**src/rtl/serial_adder_pkg.sv**
```systemverilog
// Shared types and defaults for the bit-serial adder.
package serial_adder_pkg;

  typedef enum logic [1:0] {
    ST_IDLE = 2'd0,
    ST_RUN  = 2'd1,
    ST_FIN  = 2'd2
  } state_t;

  localparam int DEFAULT_WIDTH = 8;

endpackage

```
**src/rtl/one_bit_fulladder.sv**
```systemverilog
// One-bit full adder built from two half adders and an OR of their carries.
module one_bit_fulladder (
  input  logic i_a,
  input  logic i_b,
  input  logic i_ci,
  output logic o_s,
  output logic o_co
);

  logic w_s1;
  logic w_c1;
  logic w_c2;

  one_bit_halfadder u_ha0 (
    .i_a  (i_a),
    .i_b  (i_b),
    .o_s  (w_s1),
    .o_co (w_c1)
  );

  one_bit_halfadder u_ha1 (
    .i_a  (w_s1),
    .i_b  (i_ci),
    .o_s  (o_s),
    .o_co (w_c2)
  );

  assign o_co = w_c1 | w_c2;

endmodule

```
**src/rtl/one_bit_halfadder.sv**
```systemverilog
// One-bit half adder cell.
module one_bit_halfadder (
  input  logic i_a,
  input  logic i_b,
  output logic o_s,
  output logic o_co
);

  assign o_s  = i_a ^ i_b;
  assign o_co = i_a & i_b;

endmodule

```
**src/rtl/serial_adder.sv**
```systemverilog
// Bit-serial WIDTH-bit adder, LSB first, one full-adder slice with a registered carry.
// Optional signed-overflow output enabled by defining SERIAL_ADDER_OV_EN.
module serial_adder
  import serial_adder_pkg::*;
#(
  parameter int WIDTH = DEFAULT_WIDTH
) (
  input  logic             i_clk,
  input  logic             i_rst,
  input  logic             i_start,
  input  logic [WIDTH-1:0] i_a,
  input  logic [WIDTH-1:0] i_b,
  input  logic             i_ci,
  output logic             o_busy,
  output logic             o_done,
  output logic [WIDTH-1:0] o_s,
  output logic             o_co
`ifdef SERIAL_ADDER_OV_EN
  ,
  output logic             o_ov
`endif
);

  localparam int CNT_W = $clog2(WIDTH + 1);
  localparam logic [CNT_W-1:0] LAST = CNT_W'(WIDTH - 1);

  state_t r_state;
  state_t w_state_nxt;

  logic [WIDTH-1:0] r_a_sh;
  logic [WIDTH-1:0] r_b_sh;
  logic [WIDTH-1:0] r_sum;
  logic [CNT_W-1:0] r_cnt;
  logic             r_carry;
  logic             r_co;

  logic             w_accept;
  logic             w_last;
  logic             w_s;
  logic             w_c;
  logic [WIDTH-1:0] w_sum_nxt;

  one_bit_fulladder u_fa (
    .i_a  (r_a_sh[0]),
    .i_b  (r_b_sh[0]),
    .i_ci (r_carry),
    .o_s  (w_s),
    .o_co (w_c)
  );

  // New sum bit enters at the MSB so the LSB-first stream lands in place.
  assign w_sum_nxt = WIDTH'({w_s, r_sum} >> 1);

  always_ff @(posedge i_clk or posedge i_rst) begin
    if (i_rst) r_state <= ST_IDLE;
    else       r_state <= w_state_nxt;
  end

  always_comb begin
    w_state_nxt = r_state;
    w_accept    = 1'b0;
    w_last      = 1'b0;
    o_busy      = 1'b0;
    o_done      = 1'b0;
    case (r_state)
      ST_IDLE: begin
        if (i_start) begin
          w_accept    = 1'b1;
          w_state_nxt = ST_RUN;
        end
      end
      ST_RUN: begin
        o_busy = 1'b1;
        if (r_cnt == LAST) begin
          w_last      = 1'b1;
          w_state_nxt = ST_FIN;
        end
      end
      ST_FIN: begin
        o_done = 1'b1;
        if (i_start) begin
          w_accept    = 1'b1;
          w_state_nxt = ST_RUN;
        end else begin
          w_state_nxt = ST_IDLE;
        end
      end
      default: w_state_nxt = ST_IDLE;
    endcase
  end

  always_ff @(posedge i_clk or posedge i_rst) begin
    if (i_rst) begin
      r_a_sh  <= '0;
      r_b_sh  <= '0;
      r_sum   <= '0;
      r_cnt   <= '0;
      r_carry <= 1'b0;
      r_co    <= 1'b0;
    end else if (w_accept) begin
      r_a_sh  <= i_a;
      r_b_sh  <= i_b;
      r_sum   <= '0;
      r_cnt   <= '0;
      r_carry <= i_ci;
      r_co    <= 1'b0;
    end else if (r_state == ST_RUN) begin
      r_a_sh  <= r_a_sh >> 1;
      r_b_sh  <= r_b_sh >> 1;
      r_sum   <= w_sum_nxt;
      r_cnt   <= r_cnt + 1'b1;
      r_carry <= w_c;
      if (w_last) r_co <= w_c;
    end
  end

`ifdef SERIAL_ADDER_OV_EN
  // Carry into the MSB slice, kept so OV = c_in(msb) ^ c_out(msb) holds with S/CO.
  logic r_c_msb;

  always_ff @(posedge i_clk or posedge i_rst) begin
    if (i_rst)                         r_c_msb <= 1'b0;
    else if (w_accept)                 r_c_msb <= 1'b0;
    else if (w_last)                   r_c_msb <= r_carry;
  end

  assign o_ov = r_c_msb ^ r_co;
`endif

  assign o_s  = r_sum;
  assign o_co = r_co;

endmodule

```
**config.mk**
```make
export PLATFORM = sky130hd
export DESIGN_NAME = serial_adder
export DESIGN_NICKNAME = d
export VERILOG_FILES = /design/src/rtl/serial_adder_pkg.sv /design/src/rtl/one_bit_fulladder.sv /design/src/rtl/one_bit_halfadder.sv /design/src/rtl/serial_adder.sv
export SDC_FILE = /design/constraint.sdc
export NUM_CORES = 1
export LEC_CHECK = 0
export CELL_PAD_IN_SITES_DETAIL_PLACEMENT = 1
export CELL_PAD_IN_SITES_GLOBAL_PLACEMENT = 1
export CORE_MARGIN = 10
export CORE_UTILIZATION = 38
export DETAILED_ROUTE_END_ITERATION = 7
export HOLD_SLACK_MARGIN = 0.05
export PLACE_DENSITY_LB_ADDON = 0.1
export SYNTH_ARGS = -nofsm -noshare
export SYNTH_HDL_FRONTEND = slang
export SYNTH_SLANG_ARGS = --single-unit
```
**constraint.sdc**
```tcl
create_clock -name i_clk -period 1.3 [get_ports i_clk]
set_input_delay 0.13 -clock i_clk [delete_from_list [all_inputs] [get_ports i_clk]]
set_output_delay 0.13 -clock i_clk [all_outputs]
set_load 0.01 [all_outputs]
```
### Word-level counts from Yosys, hierarchy flattened

Cells that the tools add are included.

* register bits after elaboration: 32
* bits in latches: 0
* RAM bits: 0
* ROM bits: 0
* bits of input ports: 20
* output and inout port bits: 11
* word-level logic and storage cells: 47
* memories: 0

* add/sub/neg operators: 1
* multipliers: 0
* div/mod/pow operators: 0
* $lt $le $gt $ge: 0
* equality and inequality tests: 5
* shifts and indexed selects: 0
* multiplexer cells: 23
* bitwise logic cells: 5
* reduce and logical (&&, ||, !) cells: 6

Operators by type and width (count)
* 8-bit 2-to-1 mux: 6
* 1-bit 2-to-1 mux: 12
* 4-bit 2-to-1 mux: 2
* 2-bit one-hot mux with 3 select lines: 1
* 4-bit by 1-bit adder with 4-bit output, second input constant: 1
* 4-bit by 3-bit equality test with 1-bit output, second input constant: 1
* 2-bit 2-to-1 mux: 2
* 2-bit inequality test, second input constant: 2
* 2-bit AND reduction: 2
* 2-bit nonzero test: 2
* 1-bit AND: 2
* 2-bit by 1-bit equality test with 1-bit output, second input constant: 1
* 2-bit equality test, second input constant: 1
* 2-bit zero test: 1
* 2-bit OR reduction: 1
* 1-bit bitwise XOR: 2
* 1-bit OR: 1

### Logic depth before layout (Yosys ltp)

Gate-level depths: netlist of the first run.

* depth after elaboration: 6
* depth in mapped cells: 7
* mapped depth without buffers: 4

### Modules after synthesis

Synthesis of the first run repeated with hierarchy kept, for this count alone.

* cells, all modules: 123
* area, all modules: 1418.9 um^2

By module, submodules not included
* serial_adder: instances 1, cells each 120, area an instance 1387.6 um^2, sequential area each 800.8 um^2
* one_bit_halfadder: instances 2, cells each 1, area an instance 12.5 um^2, sequential area each 0.0 um^2
* one_bit_fulladder: instances 1, cells each 1, area an instance 6.3 um^2, sequential area each 0.0 um^2

### Least setup slack after synthesis of the first run

No wires, ideal clock.

* kind: register -> register
* start point: register r_state[0]
* end point: register r_a_sh[1]
* library setup time: 0.124 ns
* data arrival time: 1.096 ns
* data required time: 1.176 ns
* slack: 0.080 ns
* stages on the path, launching flop included: 8
* buffers on the path: 3
* period minus slack after synthesis: 1.220 ns
* cells stage by stage: dfrtp_1 -> nand2b_1 -> buf_6 -> inv_4 -> buf_6 -> buf_6 -> a22oi_1 -> nand2_1

* word-level cells in the longest chain between the ends: 4
* elaborated cells between the ends (all ways): 7
* those cells by class: eq/ne (2); mux (2); reduce/logical (3)

Ends and longest elaborated chain
* from (decl): line serial_adder.sv:27 `state_t r_state;`
* from (signal assigned): line serial_adder.sv:56 `else r_state <= w_state_nxt;`
* 2-bit equality test or 2-bit zero test (tied branches): line serial_adder.sv:65 `case (r_state)`
* 2-bit OR reduction (no line)
* 1-bit 2-to-1 mux
* 8-bit 2-to-1 mux or 2-bit nonzero test (tied branches)
* to (signal assigned): line serial_adder.sv:101 `r_a_sh <= i_a;`
* to (signal assigned): line serial_adder.sv:108 `r_a_sh <= r_a_sh >> 1;`
* to (decl): line serial_adder.sv:30 `logic [WIDTH-1:0] r_a_sh;`

Several ways; a longest one is shown, not always the timed one.
A chain may end at the register's enable or synchronous reset.

### Worst setup path in the final report of the first run

* start point: register r_state[0]
* end point: register r_b_sh[7]

* word-level cells in the longest chain between the ends: 4
* elaborated cells between the ends (all ways): 7
* those cells by class: eq/ne (2); mux (2); reduce/logical (3)

Ends and longest elaborated chain
* 2-bit equality test or 2-bit zero test (tied branches): line serial_adder.sv:65
* 2-bit OR reduction (no line)
* 1-bit 2-to-1 mux
* 8-bit 2-to-1 mux or 2-bit nonzero test (tied branches)
* to (signal assigned): line serial_adder.sv:102 `r_b_sh <= i_b;`
* to (signal assigned): line serial_adder.sv:109 `r_b_sh <= r_b_sh >> 1;`
* to (decl): line serial_adder.sv:31 `logic [WIDTH-1:0] r_b_sh;`

Several ways; a longest one is shown, not always the timed one.

==> results_dict.tcl, run 1 <==
set metrics [dict create \
    routed_wl_um 3930 \
    cts.sinks 32 \
    tritoncts "yes" \
    timing.hold.ws_ps 183 \
    fill_cells 389 \
    relSlewSlack_pct 85.0 \
    syn-cell-area_um2 1390 \
    grt_pass1_wl_um 5960 \
    synth.top_cell.area_share_pct 57.8 \
    synth-async-reset-ratio_pct 100 \
    dpl.hpwl_um 2580 \
    cp.arrival_ps 1470 \
    grt_max_degree 33 \
    crit_path_end_kind "flop" \
    crit_chain "and2b_4 > nor2_4 > buf_6 > a22o_1" \
    drc 0 \
    yosysMostFrequentCell "dfrtp_1" \
    routedWlPerCell_um 18.6 \
    vias 1124 \
    power_w 0.00476 \
    rr_worst_depth 4 \
    rsz0062_at_grt "true" \
    dp.cells 198 \
    min_path_type "in -> async" \
    status "completed" \
    syn-num-nets 141 \
    port-buffer-count 30 \
    post-route-period-util_pct 99.8 \
    finalInstanceArea_um2 1950 \
    critPathLaunch "r_state[0]" \
    grt-ovfl-total 0 \
    fp.dieW_um 80.4 \
    synth_common_cells "dfrtp_1 (32), nand2_1 (13), a22oi_1 (12), nand3_1 (12), a22o_1 (10)" \
    ys_types 30 \
    die_area_um2 6460 \
    num_antenna_cells 0 \
    yosys_warnings 0 \
    clockRootBuffer "clkbuf_8" \
    clk_transition_reported_paths_ps 70 \
    insertion_delay_ps 290 \
    syn_avg_cell_area_um2 11.6 \
    place_area_um2 1790 \
    cpPeakStageDelay_ps 450 \
    antenna_found_initial 0 \
    firstDrtPassIters 4 \
    yosys-top-cells-area "dfrtp_1 (58%), a22oi_1 (6.5%), a22o_1 (6.3%), nand3_1 (4.3%), nand2_1 (3.5%)" \
    core_area_um2 3440 \
    slowest_stage "dfrtp_2" \
    ir_drop_v 0.000847 \
    r2r_setup_slack_ps 3 \
    vias_per_cell 5.33 \
    fin_skew_ps 6.82 \
    cts_max_path_buffers 2 \
    yosysSeqAreaShare_pct 57.8 \
    postCtsHoldBufs 0 \
    powerDensity_nw_per_um2 2440 \
    io_pins 31 \
    grt_pass1_vias 1243 \
    min_period_ps 1300 \
    area_delta_synth_final_pct 40.7 \
    fp-row-count 21 \
    tns_ps 0 \
    hold_viol 0 \
    start_kind "flop" \
    synthCells 119 \
    nets 186 \
    required_ps 1470 \
    r2r_end "r_b_sh[7]" \
    dieHeight_um 80.4 \
    dr.first_iter.drc_count 116 \
    cts_htree_levels 2 \
    power.leakage_nw 0.938 \
    worst-setup-path-type "reg -> reg" \
    drtAntennaViolNets 0 \
    reg2reg_from "r_state[0]" \
    synthFlopType "dfrtp_1" \
    path_max_fanout 8 \
    fmaxAchievable_mhz 771 \
    synth_edf_count 0 \
    slew_viol_final 0 \
    drive_gt1_share_pct 21.2 \
    worst_pin_slew_ps 223 \
    synth_area_leader_cell "dfrtp_1" \
    grt_util_all_layers_pct 11.8 \
    final_cell_count_no_fill 211 \
    start_util_pct 40.3 \
    setup_viol 0 \
    globalplace.congestion 0.746 \
    cap_violations 0 \
    cts_buffers 5 \
    ys_ff_latch 32 \
]
layer usage:
metal  share of wire [%]  vias to the layer above  global-route usage, %  wire [um]
li1                    -                      517                      -          -
met1                  46                      573                   14.4       1790
met2                  47                       29                   17.7       1860
met3                 5.7                        5                   5.12        223
met4                 1.4                        0                   4.75         54
met5                   0                        -                      0          0
layout by cell type (no fill, tap or decap), types with 3 or more instances in the layout:
cell	n
nand3_1	12
buf_4	10
dfrtp_1	31
a22o_1	10
clkdlybuf4s50_1	19
a221o_1	3
dlygate4sd2_1	9
a22oi_1	12
nor2_1	3
buf_6	5
nand2_1	13
clkbuf_8	5
inv_1	4
worst max-delay path, delay by kind of cell, from the launching register on:
kind	cells	cell delay, ps
simple gates	2	420
buf+inv	1	130
flops	1	450
compound gates	1	190
kinds of logic (layout without fill, tap and decap cells):
family	after synthesis	in the layout	synth area share, %
simple gates	39	39	14.2
fa+ha+maj	2	2	2.35
xor+xnor	2	2	1.26
mux	1	1	0.722
buf+inv	14	60	6.50
flops	32	32	57.8
compound gates	29	29	17.2
repair_timing:
| item | 4_1_cts | 5_1_grt |
|---|---|---|
| pin swaps | 0 | 3 |
| setup buffers | 0 | 4 |
| gates cloned | 0 | 1 |
| resized for setup | 15 | 12 |
| setup endpoints to repair | 21 | 22 |
worst max-delay path by stage:
stage,cells after the start,slack (ps),end
global placement,5,-60,r_a_sh[4]
finish,4,3,r_b_sh[7]
detailed placement,5,-90,o_s[1]
floorplan,7,80,r_a_sh[1]
global route,4,-40,r_b_sh[7]
CTS,3,-20,o_busy
state kept, by name (all words and copies together) (netlist names):
name / count
o_s: 8
r_a_sh: 8
r_b_sh: 8
r_cnt: 4
r_state: 2
o_co: 1
r_carry: 1
per-stage QoR:
stage,setup WS [ps],util (%)
2_1_floorplan,79.8,-
3_3_place_gp,-57.8,52.0
3_5_place_dp,-90.6,52.0
4_1_cts,-22.4,55.0
5_1_grt,-43.6,56.7
6_report,3.21,56.7
power breakdown:
group | total (W) | switching [W] | leakage [nW] | internal [W]
clock | 0.000944 | 0.000376 | 0.0552 | 0.000568
combinational | 0.00210 | 0.00104 | 0.475 | 0.00106
sequential | 0.00171 | 0.000286 | 0.407 | 0.00143
area by class of cell:
| type | count | area (um2) | area share (%) |
|---|---|---|---|
| clock buffers | 6 | 72.6 | 3.72 |
| repair buffers | 47 | 450 | 23.1 |
| well taps | 46 | 57.6 | 2.95 |
| inverters | 5 | 21.3 | 1.09 |
| multi-input cells | 73 | 512 | 26.2 |
| clock inverters | 2 | 35.0 | 1.80 |
| flip-flops and latches | 32 | 802 | 41.1 |
(Power assumes the default switching activity.)
==> run 2: changes to the inputs <==
==> constraint.sdc (replaced) <==
create_clock -name i_clk -period 1.4 [get_ports i_clk]
set_input_delay 0.21 -clock i_clk [delete_from_list [all_inputs] [get_ports i_clk]]
set_output_delay 0.21 -clock i_clk [all_outputs]
set_load 0.01 [all_outputs]
==> run 2 against run 1 <==
Compared with the run above:
- register-to-register slack better by 90 ps
- critical endpoint is now o_busy
- sequential power is 7% lower
- worst setup slack better by 57 ps
==> results_dict.tcl, run 2 (synthesis results as in run 1) <==
set metrics [dict create \
    start_util_pct 40.3 \
    dieHeight_um 80.4 \
    grt_max_degree 33 \
    drtAntennaViolNets 0 \
    critPathLaunch "r_state[1]" \
    die_area_um2 6460 \
    num_antenna_cells 0 \
    fp.dieW_um 80.4 \
    status "completed" \
    rsz0062_at_grt "false" \
    clockRootBuffer "clkbuf_8" \
    grt_util_all_layers_pct 12.1 \
    dpl.hpwl_um 2580 \
    cp.arrival_ps 1130 \
    post-route-period-util_pct 95.7 \
    area_delta_synth_final_pct 39.5 \
    antenna_found_initial 0 \
    routed_wl_um 3660 \
    seq_area_um2 802 \
    grt_pass1_wl_um 6070 \
    reg2reg_from "r_cnt[0]" \
    worst_pin_slew_ps 192 \
    cap_violations 0 \
    drc 0 \
    grt-ovfl-total 0 \
    powerDensity_nw_per_um2 2230 \
    setup_viol 0 \
    ir_drop_v 0.00103 \
    drive_gt1_share_pct 18.6 \
    final_cell_count_no_fill 207 \
    worst-setup-path-type "reg -> out" \
    fp-row-count 21 \
    layout_commonest_cell "dfrtp_1" \
    worst_slack_ps 60.0 \
    power.leakage_nw 0.942 \
    port-buffer-count 30 \
    timing.hold.ws_ps 281 \
    min_path_type "in -> async" \
    globalplace.congestion 0.760 \
    core_area_um2 3440 \
    slew_viol_final 0 \
    min_period_ps 1340 \
    dr.first_iter.drc_count 71 \
    start_kind "flop" \
    place_area_um2 1790 \
    post-place-ws_ps -65.4 \
    cts.sinks 32 \
    cts_buffers 5 \
    fin_util_pct 56.2 \
    layout_common_cells "dfrtp_1 (31), clkdlybuf4s50_1 (19), nand2_1 (13)" \
    clk_transition_reported_paths_ps 60 \
    vias 1075 \
    io_pins 31 \
    required_ps 1190 \
    fin_skew_ps 5.60 \
    crit_path_end_kind "primary output" \
    cts_max_path_buffers 2 \
    postCtsHoldBufs 0 \
    insertion_delay_ps 290 \
    grt_pass1_vias 1245 \
    fill_cells 384 \
    relSlewSlack_pct 86.8 \
    finalInstanceArea_um2 1930 \
    hold_viol 0 \
    vias_per_cell 5.19 \
    cts_htree_levels 2 \
    firstDrtPassIters 4 \
    nets 182 \
    path_max_fanout 3 \
    dp.cells 198 \
    multiInputGateArea_um2 508 \
    routedWlPerCell_um 17.7 \
    fmaxAchievable_mhz 746 \
    tritoncts "yes" \
]
[run 2: cell types whose count changed in the layout (fill, tap and decap cells not counted), sizes merged]
cell           delta
dlymetal6s2s      +1
buf               -5
dlygate4sd2       -1
clkbuf            +1
clkdlybuf4s15     +1
clkinv            -1
[run 2: timing repair]
item / 4_1_cts / 5_1_grt
setup endpoints to repair: 10 / 16
buffers inserted: 0 / 1
gates resized for setup: 13 / 7
gates cloned: 0 / 0
pin swaps: 0 / 1
[run 2: final timing paths]
path                                   end  slack, ps  cells past startpoint
worst max register to register        o_co         90                      4
worst min-delay path              r_cnt[2]        280                      3
max in group asynchronous       r_state[0]        940                      3
min in group i_clk                  o_s[0]        490                      1
worst min register to register      o_s[0]        490                      1
worst max-delay path                o_busy         60                      3
[run 2: critical path, stage by stage (launching register included)]
cell             delay (ps)
dfrtp_1                 390
nand2b_4                160
inv_4                    70
clkdlybuf4s15_2         230
[run 2: layout make-up]
cell class / count / area share [%]
tap: 46 / 2.98
multi-input combinational: 73 / 26.3
timing repair buffer: 43 / 21.7
clock buffer: 7 / 4.98
inverter: 5 / 1.10
sequential: 32 / 41.5
clock inverter: 1 / 1.55
[run 2: metal layers]
layer | up-vias | track usage, % | wire (um) | part of all wire [%]
li1 | 507 | - | - | -
met5 | - | 0 | 0 | 0
met1 | 533 | 13.9 | 1590 | 43
met2 | 30 | 19.7 | 1770 | 48
met4 | 0 | 5.81 | 54 | 1.5
met3 | 5 | 4.01 | 243 | 6.6
[run 2: metrics by stage]
step | setup TNS (ps) | total power, W
after floorplan | 0 | 0.00269
after global placement | -342 | 0.00329
after detailed placement | -538 | 0.00338
after CTS | 0 | 0.00429
after global routing | 0 | 0.00467
final | 0 | 0.00432
[run 2: report_power, final]
group / internal [W] / leakage (nW) / switching [W]
Clock: 0.000628 / 0.0645 / 0.000344
Combinational: 0.000873 / 0.470 / 0.000889
Sequential: 0.00132 / 0.407 / 0.000265
==> run 3: changes to the inputs <==
--- a/config.mk
+++ b/config.mk
@@ -10,8 +10,10 @@
 export CORE_MARGIN = 10
 export CORE_UTILIZATION = 38
 export DETAILED_ROUTE_END_ITERATION = 7
+export GPL_ROUTABILITY_DRIVEN = 0
 export HOLD_SLACK_MARGIN = 0.05
 export PLACE_DENSITY_LB_ADDON = 0.1
+export REMOVE_ABC_BUFFERS = 1
 export SYNTH_ARGS = -nofsm -noshare
 export SYNTH_HDL_FRONTEND = slang
 export SYNTH_SLANG_ARGS = --single-unit
==> run 3 against run 2 <==
Compared with the run above:
- critical path depth decreased by 1
- total power down 9.3%
- cell count fell by 2.4%
- critical endpoint is now o_done
==> results_dict.tcl, run 3 (synthesis results as in run 1) <==
set metrics [dict create \
    routedWlPerCell_um 16.8 \
    io_pins 31 \
    min_path_type "in -> async" \
    slew_viol_final 0 \
    fin_skew_ps 3.00 \
    drc 0 \
    powerDensity_nw_per_um2 2110 \
    core_area_um2 3440 \
    fmaxAchievable_mhz 748 \
    worst_slack_ps 63.9 \
    postCtsHoldBufs 0 \
    worst-setup-path-type "reg -> out" \
    vias 1056 \
    power.leakage_nw 0.905 \
    cp.arrival_ps 1130 \
    grt_max_degree 33 \
    grt_pass1_vias 1149 \
    start_util_pct 40.3 \
    worst_pin_slew_ps 203 \
    grt_pass1_wl_um 5600 \
    firstDrtPassIters 4 \
    die_area_um2 6460 \
    ir_drop_v 0.000686 \
    rsz0062_at_grt "false" \
    fp-row-count 21 \
    tritoncts "yes" \
    start_kind "flop" \
    cts_buffers 5 \
    hold_viol 0 \
    num_antenna_cells 0 \
    dieHeight_um 80.4 \
    post-route-period-util_pct 95.4 \
    area_delta_synth_final_pct 34.0 \
    cts_htree_levels 2 \
    fin_util_pct 54.0 \
    drive_gt1_share_pct 14.7 \
    cap_violations 0 \
    crit_path_end_kind "primary output" \
    port-buffer-count 30 \
    fp.dieW_um 80.4 \
    antenna_found_initial 0 \
    post-place-ws_ps -83.6 \
    fill_cells 385 \
    dr.first_iter.drc_count 76 \
    path_max_fanout 5 \
    min_period_ps 1340 \
    routed_wl_um 3400 \
    clockRootBuffer "clkbuf_8" \
    timing.hold.ws_ps 277 \
    grt_util_all_layers_pct 11.1 \
    drtAntennaViolNets 0 \
    cts_max_path_buffers 2 \
    cts.sinks 32 \
    setup_viol 0 \
    grt-ovfl-total 0 \
    layout_common_cells "dfrtp_1 (32), clkdlybuf4s50_1 (19), nand2_1 (13)" \
    clk_transition_reported_paths_ps 60 \
    vias_per_cell 5.23 \
    required_ps 1190 \
    nets 180 \
    layout_commonest_cell "dfrtp_1" \
    status "completed" \
    tns_ps 0 \
    dpl.hpwl_um 2490 \
    relSlewSlack_pct 86.5 \
    insertion_delay_ps 270 \
]
[run 3: cell types whose count changed in the layout (fill, tap and decap cells not counted)]
cell,previous run,this run
buf_4,9,8
buf_6,2,0
buf_8,0,1
bufinv_16,1,0
clkbuf_8,7,5
clkdlybuf4s15_2,1,0
dfrtp_1,31,32
dfrtp_2,1,0
dlygate4sd2_1,8,9
[run 3: timing repair]
| item | 4_1_cts | 5_1_grt |
|---|---|---|
| resized for setup | 13 | 4 |
| gates cloned | 0 | 0 |
| buffers inserted | 1 | 0 |
| endpoints found under the setup margin | 19 | 12 |
[run 3: stage by stage]
| stage | instances | area, um2 | power, W |
|---|---|---|---|
| final | 202 | 1860 | 0.00392 |
| after detailed placement | 196 | 1780 | 0.00336 |
| after floorplan | 110 | 1320 | 0.00253 |
| after CTS | 202 | 1850 | 0.00396 |
| after global routing | 202 | 1860 | 0.00424 |
| after global placement | 196 | 1780 | 0.00327 |
[run 3: worst max-delay path: stages (launching register included)]
cell           delay [ps]
dfrtp_1               440
nor2b_1               130
dlygate4sd2_1         280
[run 3: power by group]
group	total, W	internal (W)	switching, W
Clock	0.000608	0.000319	0.000288
Combinational	0.00173	0.000862	0.000865
Sequential	0.00159	0.00132	0.000263
[run 3: layer usage]
layer,up-vias,routed length [um],track usage (%)
met3,7,213,4.23
met2,25,1680,18.1
met1,524,1440,12.7
met5,-,0,0
li1,500,-,-
met4,0,53,4.75
[run 3: worst paths after layout]
check / from / end / slack [ps] / depth (start not counted)
setup / recovery: r_state[0] / o_done / 60 / 2
hold / removal: i_rst / o_s[3] / 280 / 3
setup reg to reg: r_state[0] / o_s[1] / 70 / 4
hold reg to reg: r_cnt[3] / r_cnt[3] / 490 / 1
max in group asynchronous: i_rst / r_a_sh[7] / 950 / 3
min in group i_clk: r_cnt[3] / r_cnt[3] / 490 / 1
[run 3: area by class of cell]
| class | count | area [um2] | area share (%) |
|---|---|---|---|
| inverter | 5 | 21.3 | 1.14 |
| sequential | 32 | 801 | 43.1 |
| multi-input combinational | 73 | 508 | 27.3 |
| tap | 46 | 57.6 | 3.10 |
| timing repair buffer | 41 | 402 | 21.6 |
| clock buffer | 5 | 68.8 | 3.70 |
